**config.mk**
```make
export PLATFORM = sky130hd
export DESIGN_NAME = key_debounce_ctrl_flat
export DESIGN_NICKNAME = d
export VERILOG_FILES = /design/src/rtl/key_debounce_ctrl_if.sv /design/src/rtl/key_debounce_ctrl.sv /design/src/flat_wrapper.sv
export SDC_FILE = /design/constraint.sdc
export NUM_CORES = 1
export LEC_CHECK = 0
export CORE_MARGIN = 3
export CORE_UTILIZATION = 60
export CTS_BUF_LIST = sky130_fd_sc_hd__clkbuf_8
export CTS_CLUSTER_SIZE = 20
export DETAILED_ROUTE_END_ITERATION = 10
export PLACE_DENSITY = 0.75
export SLEW_MARGIN = 10
export SYNTH_ARGS = -nofsm -noshare
export SYNTH_HDL_FRONTEND = slang
export SYNTH_SLANG_ARGS = --single-unit
```
**constraint.sdc**
```tcl
create_clock -name clk -period 2.4 [get_ports clk]
set_input_delay 0.36 -clock clk [delete_from_list [all_inputs] [get_ports clk]]
set_output_delay 0.36 -clock clk [all_outputs]
set_load 0.01 [all_outputs]
```
**src/rtl/key_debounce_ctrl_if.sv**
```systemverilog
// rtl/key_debounce_ctrl_if.sv - raw button input and debounced key event bundle
interface key_debounce_ctrl_if;
  logic       key_in;
  logic       key_state;
  logic       key_press;
  logic       key_long;
  logic [1:0] mode;

  modport master (input key_in, output key_state, key_press, key_long, mode);
  modport slave  (output key_in, input key_state, key_press, key_long, mode);
endinterface

```
**src/rtl/key_debounce_ctrl.sv**
```systemverilog
// rtl/key_debounce_ctrl.sv - push-button debouncer with short/long press classification
module key_debounce_ctrl #(
  parameter int DEBOUNCE_CYC   = 1000000,
  parameter int LONG_CYC       = 50000000,
  parameter bit KEY_ACTIVE_LOW = 1'b1
) (
  input logic                 clk,
  input logic                 rst_n,
  key_debounce_ctrl_if.master kif
);

  localparam int DW = $clog2(DEBOUNCE_CYC);
  localparam int HW = $clog2(LONG_CYC);
  localparam logic [DW-1:0] D_LAST  = DW'(DEBOUNCE_CYC - 1);
  localparam logic [HW-1:0] H_LAST  = HW'(LONG_CYC - 1);
  // hcnt value one step before saturation: the long event fires on the
  // cycle hcnt moves onto LONG_CYC-1
  localparam logic [HW-1:0] H_FIRE  = HW'(LONG_CYC - 2);
  localparam logic          REL_LVL = KEY_ACTIVE_LOW;

  typedef enum logic [1:0] {
    IDLE         = 2'd0,
    PRESS_WAIT   = 2'd1,
    HELD         = 2'd2,
    RELEASE_WAIT = 2'd3
  } state_t;

  state_t        state_q, state_d;
  logic [1:0]    sync_q;
  logic          pressed_s;
  logic [DW-1:0] dcnt_q, dcnt_d;
  logic [HW-1:0] hcnt_q, hcnt_d;
  logic          long_fired_q, long_fired_d;
  logic          key_state_q, key_state_d;
  logic          key_press_q, key_press_d;
  logic          key_long_q, key_long_d;
  logic [1:0]    mode_q, mode_d;

  // Two-flop synchroniser; resets to the released level so a still-held
  // button has to pass the full press debounce after reset
  always_ff @(posedge clk or negedge rst_n) begin
    if (!rst_n) sync_q <= {2{REL_LVL}};
    else        sync_q <= {sync_q[0], kif.key_in};
  end

  // Polarity correction: 1 means pressed regardless of button wiring
  assign pressed_s = sync_q[1] ^ REL_LVL;

  // FSM state register
  always_ff @(posedge clk or negedge rst_n) begin
    if (!rst_n) state_q <= IDLE;
    else        state_q <= state_d;
  end

  // FSM next-state decision from the synchronised button level
  always_comb begin
    state_d = state_q;
    case (state_q)
      IDLE:         if (pressed_s) state_d = PRESS_WAIT;
      PRESS_WAIT:   if (!pressed_s) state_d = IDLE;
                    else if (dcnt_q == D_LAST) state_d = HELD;
      HELD:         if (!pressed_s) state_d = RELEASE_WAIT;
      RELEASE_WAIT: if (pressed_s) state_d = HELD;
                    else if (dcnt_q == D_LAST) state_d = IDLE;
      default:      state_d = IDLE;
    endcase
  end

  // FSM outputs: counter updates and next values of the registered outputs
  always_comb begin
    dcnt_d       = dcnt_q;
    hcnt_d       = hcnt_q;
    long_fired_d = long_fired_q;
    key_state_d  = key_state_q;
    key_press_d  = 1'b0;
    key_long_d   = 1'b0;
    mode_d       = mode_q;
    case (state_q)
      IDLE: begin
        if (pressed_s) dcnt_d = '0;
      end
      PRESS_WAIT: begin
        if (pressed_s) begin
          if (dcnt_q == D_LAST) begin
            key_press_d  = 1'b1;
            hcnt_d       = '0;
            long_fired_d = 1'b0;
          end else begin
            dcnt_d = dcnt_q + 1'b1;
          end
        end
      end
      HELD: begin
        if (!pressed_s) begin
          dcnt_d = '0;
        end else if (hcnt_q != H_LAST) begin
          hcnt_d = hcnt_q + 1'b1;
          if (hcnt_q == H_FIRE && !long_fired_q) begin
            key_long_d   = 1'b1;
            mode_d       = mode_q + 2'd1;
            long_fired_d = 1'b1;
          end
        end
      end
      RELEASE_WAIT: begin
        // hcnt and long_fired are left alone so a bounce back to HELD
        // resumes the same press
        if (!pressed_s) begin
          if (dcnt_q == D_LAST) begin
            if (!long_fired_q) key_state_d = ~key_state_q;
          end else begin
            dcnt_d = dcnt_q + 1'b1;
          end
        end
      end
      default: ;
    endcase
  end

  // Counters, flags and registered outputs
  always_ff @(posedge clk or negedge rst_n) begin
    if (!rst_n) begin
      dcnt_q       <= '0;
      hcnt_q       <= '0;
      long_fired_q <= 1'b0;
      key_state_q  <= 1'b0;
      key_press_q  <= 1'b0;
      key_long_q   <= 1'b0;
      mode_q       <= 2'd0;
    end else begin
      dcnt_q       <= dcnt_d;
      hcnt_q       <= hcnt_d;
      long_fired_q <= long_fired_d;
      key_state_q  <= key_state_d;
      key_press_q  <= key_press_d;
      key_long_q   <= key_long_d;
      mode_q       <= mode_d;
    end
  end

  assign kif.key_state = key_state_q;
  assign kif.key_press = key_press_q;
  assign kif.key_long  = key_long_q;
  assign kif.mode      = mode_q;

endmodule

```
**src/flat_wrapper.sv**
```systemverilog
// flat-port wrapper written by rule: the top's interface ports become plain ports
module key_debounce_ctrl_flat 
#(
  parameter int DEBOUNCE_CYC   = 1000000,
  parameter int LONG_CYC       = 50000000,
  parameter bit KEY_ACTIVE_LOW = 1'b1
)
  (clk, rst_n, kif_key_in, kif_key_state, kif_key_press, kif_key_long, kif_mode);
  key_debounce_ctrl_if kif_i ();
  input logic clk;
  input logic rst_n;
  input wire logic [$bits(kif_i.key_in)-1:0] kif_key_in;
  output wire logic [$bits(kif_i.key_state)-1:0] kif_key_state;
  output wire logic [$bits(kif_i.key_press)-1:0] kif_key_press;
  output wire logic [$bits(kif_i.key_long)-1:0] kif_key_long;
  output wire logic [$bits(kif_i.mode)-1:0] kif_mode;
  assign kif_i.key_in = kif_key_in;
  assign kif_key_state = kif_i.key_state;
  assign kif_key_press = kif_i.key_press;
  assign kif_key_long = kif_i.key_long;
  assign kif_mode = kif_i.mode;
  key_debounce_ctrl #(.DEBOUNCE_CYC(DEBOUNCE_CYC), .LONG_CYC(LONG_CYC), .KEY_ACTIVE_LOW(KEY_ACTIVE_LOW)) u_core (.clk(clk), .rst_n(rst_n), .kif(kif_i));
endmodule
```
==> results of run 1 <==
## metal layers
layer | up-vias | wire length, um | track usage
met4 | 0 | 155 | 0.0713
met5 | - | 0 | 0
li1 | 1616 | - | -
met2 | 144 | 3790 | 0.361
met1 | 1612 | 4250 | 0.421
met3 | 17 | 626 | 0.0347
## metrics by stage
stage / power (mW) / setup WS [ns] / util
after floorplan: 1.91 / 0.335 / -
after global placement: 2.37 / 0.0929 / 0.686
after detailed placement: 2.40 / 0.0353 / 0.686
after CTS: 2.94 / 0.0187 / 0.702
after global routing: 3.18 / 0.0182 / 0.707
final: 2.99 / 0.117 / 0.707
## registers in the layout (all words and copies together) (netlist names), named ones only
register and flops:
u_core.kif.mode 2, u_core.long_fired_q 1, u_core.dcnt_q 20, u_core.state_q 1, u_core.sync_q 2, u_core.kif.key_press 1, u_core.kif.key_long 1, u_core.kif.key_state 1
u_core.hcnt_q 26
## report_power, final
part / internal (mW) / total, mW / switching, mW
Sequential: 0.990 / 1.04 / 0.0518
Combinational: 0.480 / 1.41 / 0.929
Clock: 0.208 / 0.535 / 0.328
## repair_timing
action                     in CTS  in global routing
resized for setup               0                  2
setup buffers                   0                  2
setup endpoints to repair       0                  8
## cells in the final DEF (no fill, tap or decap), types with 4 or more instances in the layout
cell | Yosys | final
nand2_1 | 60 | 60
dfrtp_1 | 54 | 54
nor2_1 | 27 | 27
buf_4 | 0 | 27
nand3_1 | 22 | 22
nand4_1 | 18 | 18
o21ai_0 | 14 | 14
a21oi_1 | 14 | 14
and3_1 | 11 | 11
nor4_1 | 11 | 11
o211ai_1 | 11 | 11
inv_1 | 10 | 10
or4_1 | 10 | 10
and2_1 | 9 | 9
nor3_1 | 7 | 7
o31ai_1 | 7 | 7
ha_1 | 7 | 7
nor4b_1 | 6 | 6
and4_1 | 6 | 6
nand2b_1 | 6 | 6
clkdlybuf4s50_1 | 0 | 6
or3_1 | 5 | 5
nand3b_1 | 5 | 5
clkbuf_8 | 0 | 5
mux2i_1 | 4 | 4
a41oi_1 | 4 | 4
a31oi_1 | 4 | 4
xnor2_1 | 4 | 4
## layout make-up
type | instances | area [um^2]
Timing Repair Buffer | 36 | 308
Multi-Input combinational cell | 325 | 2060
Tap cell | 72 | 90.1
Clock buffer | 5 | 68.8
Sequential cell | 56 | 1400
Clock inverter | 3 | 23.8
Inverter | 10 | 37.5
Fill cell | 436 | 1650
## critical path, delay by kind of cell (launching register included)
family | cells | cell delay (ns)
AO/OA/AOI/OAI | 1 | 0.47
adder cells (fa/ha/maj) | 1 | 0.21
buffers and inverters | 1 | 0.18
flip-flops | 1 | 0.38
AND/OR/NAND/NOR | 4 | 0.99
## how the worst max path moves through the flow
stage	cells past startpoint	start	slack, ns	to
finish	7	u_core.dcnt_q[1]	0.12	u_core.hcnt_q[20]
global route	7	u_core.dcnt_q[1]	0.02	u_core.hcnt_q[10]
CTS	7	u_core.dcnt_q[0]	0.02	u_core.hcnt_q[20]
detailed placement	7	u_core.dcnt_q[0]	0.04	u_core.hcnt_q[20]
global placement	7	u_core.dcnt_q[0]	0.09	u_core.hcnt_q[20]
floorplan	6	u_core.dcnt_q[0]	0.33	u_core.hcnt_q[5]
## cells by family after synthesis
family / Yosys count / synth area share
AO/OA/AOI/OAI: 87 / 0.174
XOR/XNOR: 6 / 0.0147
adder cells (fa/ha/maj): 7 / 0.0245
buffers and inverters: 31 / 0.0350
flip-flops: 56 / 0.393
multiplexers: 4 / 0.0112
AND/OR/NAND/NOR: 221 / 0.348
==> results.cfg, run 1 <==
[floorplan]
die_x_um = 83.2
start_util = 0.634
die_h_um = 83.2
rows = 27
core_um2 = 5640
pin_count = 8
die_area_um2 = 6920

[logic_synthesis]
synthTopCellsByArea = dfrtp_1, nand2_1, nand4_1
synthDominantCellAreaShare = 0.378
yosysUniqueCellTypes = 64
netlist_area_um2 = 3570
synth_seq_cells = 56
async_flop_share = 1.00
syn_inst = 412
ys.warnings.count = 0
yosysTopAreaCell = dfrtp_1
seq_area_frac_synth = 0.393
netlist_top_cells_count = nand2_1, dfrtp_1, nor2_1
synth_edf_count = 0
yosysMostFrequentCell = nand2_1
synth_fp_nets = 422
syn_avg_cell_area_um2 = 8.68
synth_ff_type = dfrtp_1

[grt]
grt_max_degree = 33
grt_overflow = 0
grt_usage = 0.260
grt_pass1_wl_mm = 15.0
antenna_found_initial = 0
grt_pass1_vias = 2981

[timing]
setup_tns_ns = 0
finalCritPeriodShare = 0.951
setup_violations = 0
tightestPinTransition_ns = 0.606
hold_viol_final = 0
layout_min_cycle_time_ns = 2.28
max_freq_ghz = 0.438
skew_ns = 0.0137
hold_ws_ns = 0.0347
drv_slew = 0
grt_setup_unrepaired = no
slew_headroom = 0.596

[setup_path]
slowest_stage = o32a_4
critPathLaunchType = flop
arrival_ns = 2.55
r2r_setup_slack_ns = 0.12
slowest_delay_ns = 0.47
worst_r2r_endpoint = u_core.hcnt_q[20]
crit_type = flop to flop
rr_startpoint = u_core.dcnt_q[1]
cp.required_ns = 2.67
cp_max_fo = 27
cp_cell_sequence = ha_1, and4_4, nand4_4, o32a_4, buf_12, or4_1, nand3_1
endpoint_kind = flop
r2r_cells = 7

[drt]
dr.pass1.iters = 5
drc = 0
initialDrtViolationCount = 373
ant_nets = 0
viasPerCell = 6.68
wl_per_cell_um = 17.4
dr_total_vias = 3389
wl_mm = 8.82

[clocking]
clock_latency_ns = 0.33
cts_buffers = 5
clock_sinks = 56
root_buffer = clkbuf_8
clkTransAtPathRegs_ns = 0.11
cts_tree = built
hold_buffers = 0
cts_htree_levels = 2
cts_max_path_buffers = 2

[finish]
diodes = 0
stdcell_area_um2 = 3990
area_growth_pct = 11.6
fin_nets = 444
drive_above_1_share = 0.122
instances_no_fill = 507

[place]
dp_hpwl_mm = 6.35
dpl_cell_area_um2 = 3870
place.gp.congestion = 0.898
io_buffers = 7
place_inst = 497

[power_and_ir_drop]
power.leakage_nw = 1.70
peakVddDrop_mv = 0.654
power.density_nw_per_um2 = 748

[outcome]
status = complete, no violations

[min_path]
min_path_type = input pin to asynchronous set/reset pin

[run]
cap_violations = 0
Note: power is estimated with default switching activity, not from simulation.
==> inputs of run 2 (changes only) <==
--- a/config.mk
+++ b/config.mk
@@ -6,11 +6,11 @@
 export NUM_CORES = 1
 export LEC_CHECK = 0
 export CORE_MARGIN = 3
-export CORE_UTILIZATION = 60
+export CORE_UTILIZATION = 35
 export CTS_BUF_LIST = sky130_fd_sc_hd__clkbuf_8
 export CTS_CLUSTER_SIZE = 20
 export DETAILED_ROUTE_END_ITERATION = 10
-export PLACE_DENSITY = 0.75
+export PLACE_DENSITY = 0.48
 export SLEW_MARGIN = 10
 export SYNTH_ARGS = -nofsm -noshare
 export SYNTH_HDL_FRONTEND = slang
==> results.cfg, run 2 (same netlist as run 1, synthesis figures left out) <==
[drt]
wl_mm = 10.0
initialDrtViolationCount = 175
viasPerCell = 5.76
dr_total_vias = 3338
drc = 0
ant_nets = 0
dr.pass1.iters = 4
wl_per_cell_um = 17.3

[setup_path]
endpoint_kind = flop
critPathLaunchType = flop
crit_type = flop to flop
arrival_ns = 2.49
cp_max_fo = 10
r2r_cells = 7
cp.required_ns = 2.65

[place]
dp_hpwl_mm = 7.12
dpl_cell_area_um2 = 4020
place_ws_ns = -0.00373
place.gp.congestion = 0.833
io_buffers = 7

[timing]
drv_slew = 0
max_freq_ghz = 0.446
hold_ws_ns = 0.0366
tightestPinTransition_ns = 0.647
skew_ns = 0.0241
setup_slack_ns = 0.158
setup_violations = 0
hold_viol_final = 0
finalCritPeriodShare = 0.934
grt_setup_unrepaired = no
slew_headroom = 0.569
layout_min_cycle_time_ns = 2.24

[power_and_ir_drop]
power_frac_comb = 0.464
finalPower_mw = 3.17
power.density_nw_per_um2 = 761
power.leakage_nw = 1.77
swShare = 0.431
clkPwrFrac = 0.205
p_sw_mw = 1.37
peakVddDrop_mv = 0.264
p_seq_frac = 0.332
intPower_mw = 1.80

[grt]
grt_usage = 0.183
grt_pass1_vias = 3205
grt_overflow = 0
antenna_found_initial = 0
grt_max_degree = 33
grt_pass1_wl_mm = 16.8

[finish]
largest_register_ffs = 26
final_core_util = 0.422
top_register = u_core.hcnt_q
diodes = 0
reg_top3 = u_core.hcnt_q x26, u_core.dcnt_q x20
area_growth_pct = 16.5
fin_nets = 456
most-common-layout-cells = nand2_1, dfrtp_1, buf_4
drive_above_1_share = 0.148
stdcell_area_um2 = 4160
mostFrequentLayoutCell = nand2_1

[floorplan]
pin_count = 8
die_area_um2 = 11500
die_h_um = 107
start_util = 0.362
rows = 36
core_um2 = 9860
die_x_um = 107

[clocking]
cts_buffers = 5
clkTransAtPathRegs_ns = 0.12
root_buffer = clkbuf_8
clock_sinks = 56
clock_latency_ns = 0.33
cts_htree_levels = 2
cts_max_path_buffers = 2
cts_tree = built

[min_path]
min_path_type = input pin to asynchronous set/reset pin

[run]
cap_violations = 0

[outcome]
status = complete, no violations
-- run 2: cell count changes in the layout (fill, tap and decap cells not counted), sizes merged --
cell | before | now
inv | 10 | 11
buf | 30 | 42
bufinv | 0 | 1
clkinvlp | 2 | 0
-- run 2: final timing paths --
path                       slack (ns)              from                end
min in group clk                 0.37  u_core.sync_q[0]   u_core.sync_q[1]
min reg2reg                      0.37  u_core.sync_q[0]   u_core.sync_q[1]
max reg2reg                      0.16  u_core.dcnt_q[0]  u_core.hcnt_q[14]
max in group asynchronous        1.65             rst_n   u_core.sync_q[1]
max                              0.16  u_core.dcnt_q[0]  u_core.hcnt_q[14]
min                              0.04             rst_n   u_core.hcnt_q[6]
-- run 2: per-stage QoR --
stage | cells | setup TNS, ns
floorplan | 412 | 0
global placement | 570 | 0
detailed placement | 570 | -0.00576
CTS | 578 | 0
global route | 580 | 0
finish | 580 | 0
-- run 2: power groups by stage --
stage / Clock, mW / Sequential (mW) / Combinational (mW)
final: 0.649 / 1.05 / 1.47
after floorplan: 0 / 1.05 / 0.862
after CTS: 0.674 / 1.05 / 1.43
after global placement: 0 / 1.06 / 1.40
after detailed placement: 0 / 1.07 / 1.42
after global routing: 0.700 / 1.06 / 1.61
-- run 2: critical path, stage by stage (launching register included) --
cell     delay [ns]
dfrtp_1        0.40
ha_2           0.22
and4_4         0.27
nand4_4        0.14
o32a_4         0.40
buf_4          0.19
or4_1          0.46
nand3_1        0.09
-- run 2: repair_timing --
action                     in CTS  in global routing
gates resized for setup         1                  3
hold buffers                    0                  0
setup buffers                   0                  2
pin swaps                       0                  1
setup endpoints to repair       4                 12
-- run 2: area by class of cell --
| class | instances | area (um^2) |
|---|---|---|
| clock buffer | 5 | 68.8 |
| clock inverter | 3 | 38.8 |
| fill | 974 | 5700 |
| timing repair buffer | 48 | 385 |
| inverter | 10 | 37.5 |
| multi-input combinational | 325 | 2060 |
| sequential | 56 | 1410 |
| tap | 133 | 166 |
-- run 2: metal layers --
metal,global-route usage,vias to the layer above,routed length (um)
li1,-,1635,-
met1,0.285,1618,5240
met2,0.257,78,4270
met3,0.0331,7,449
met4,0.0466,0,79
met5,0,-,0
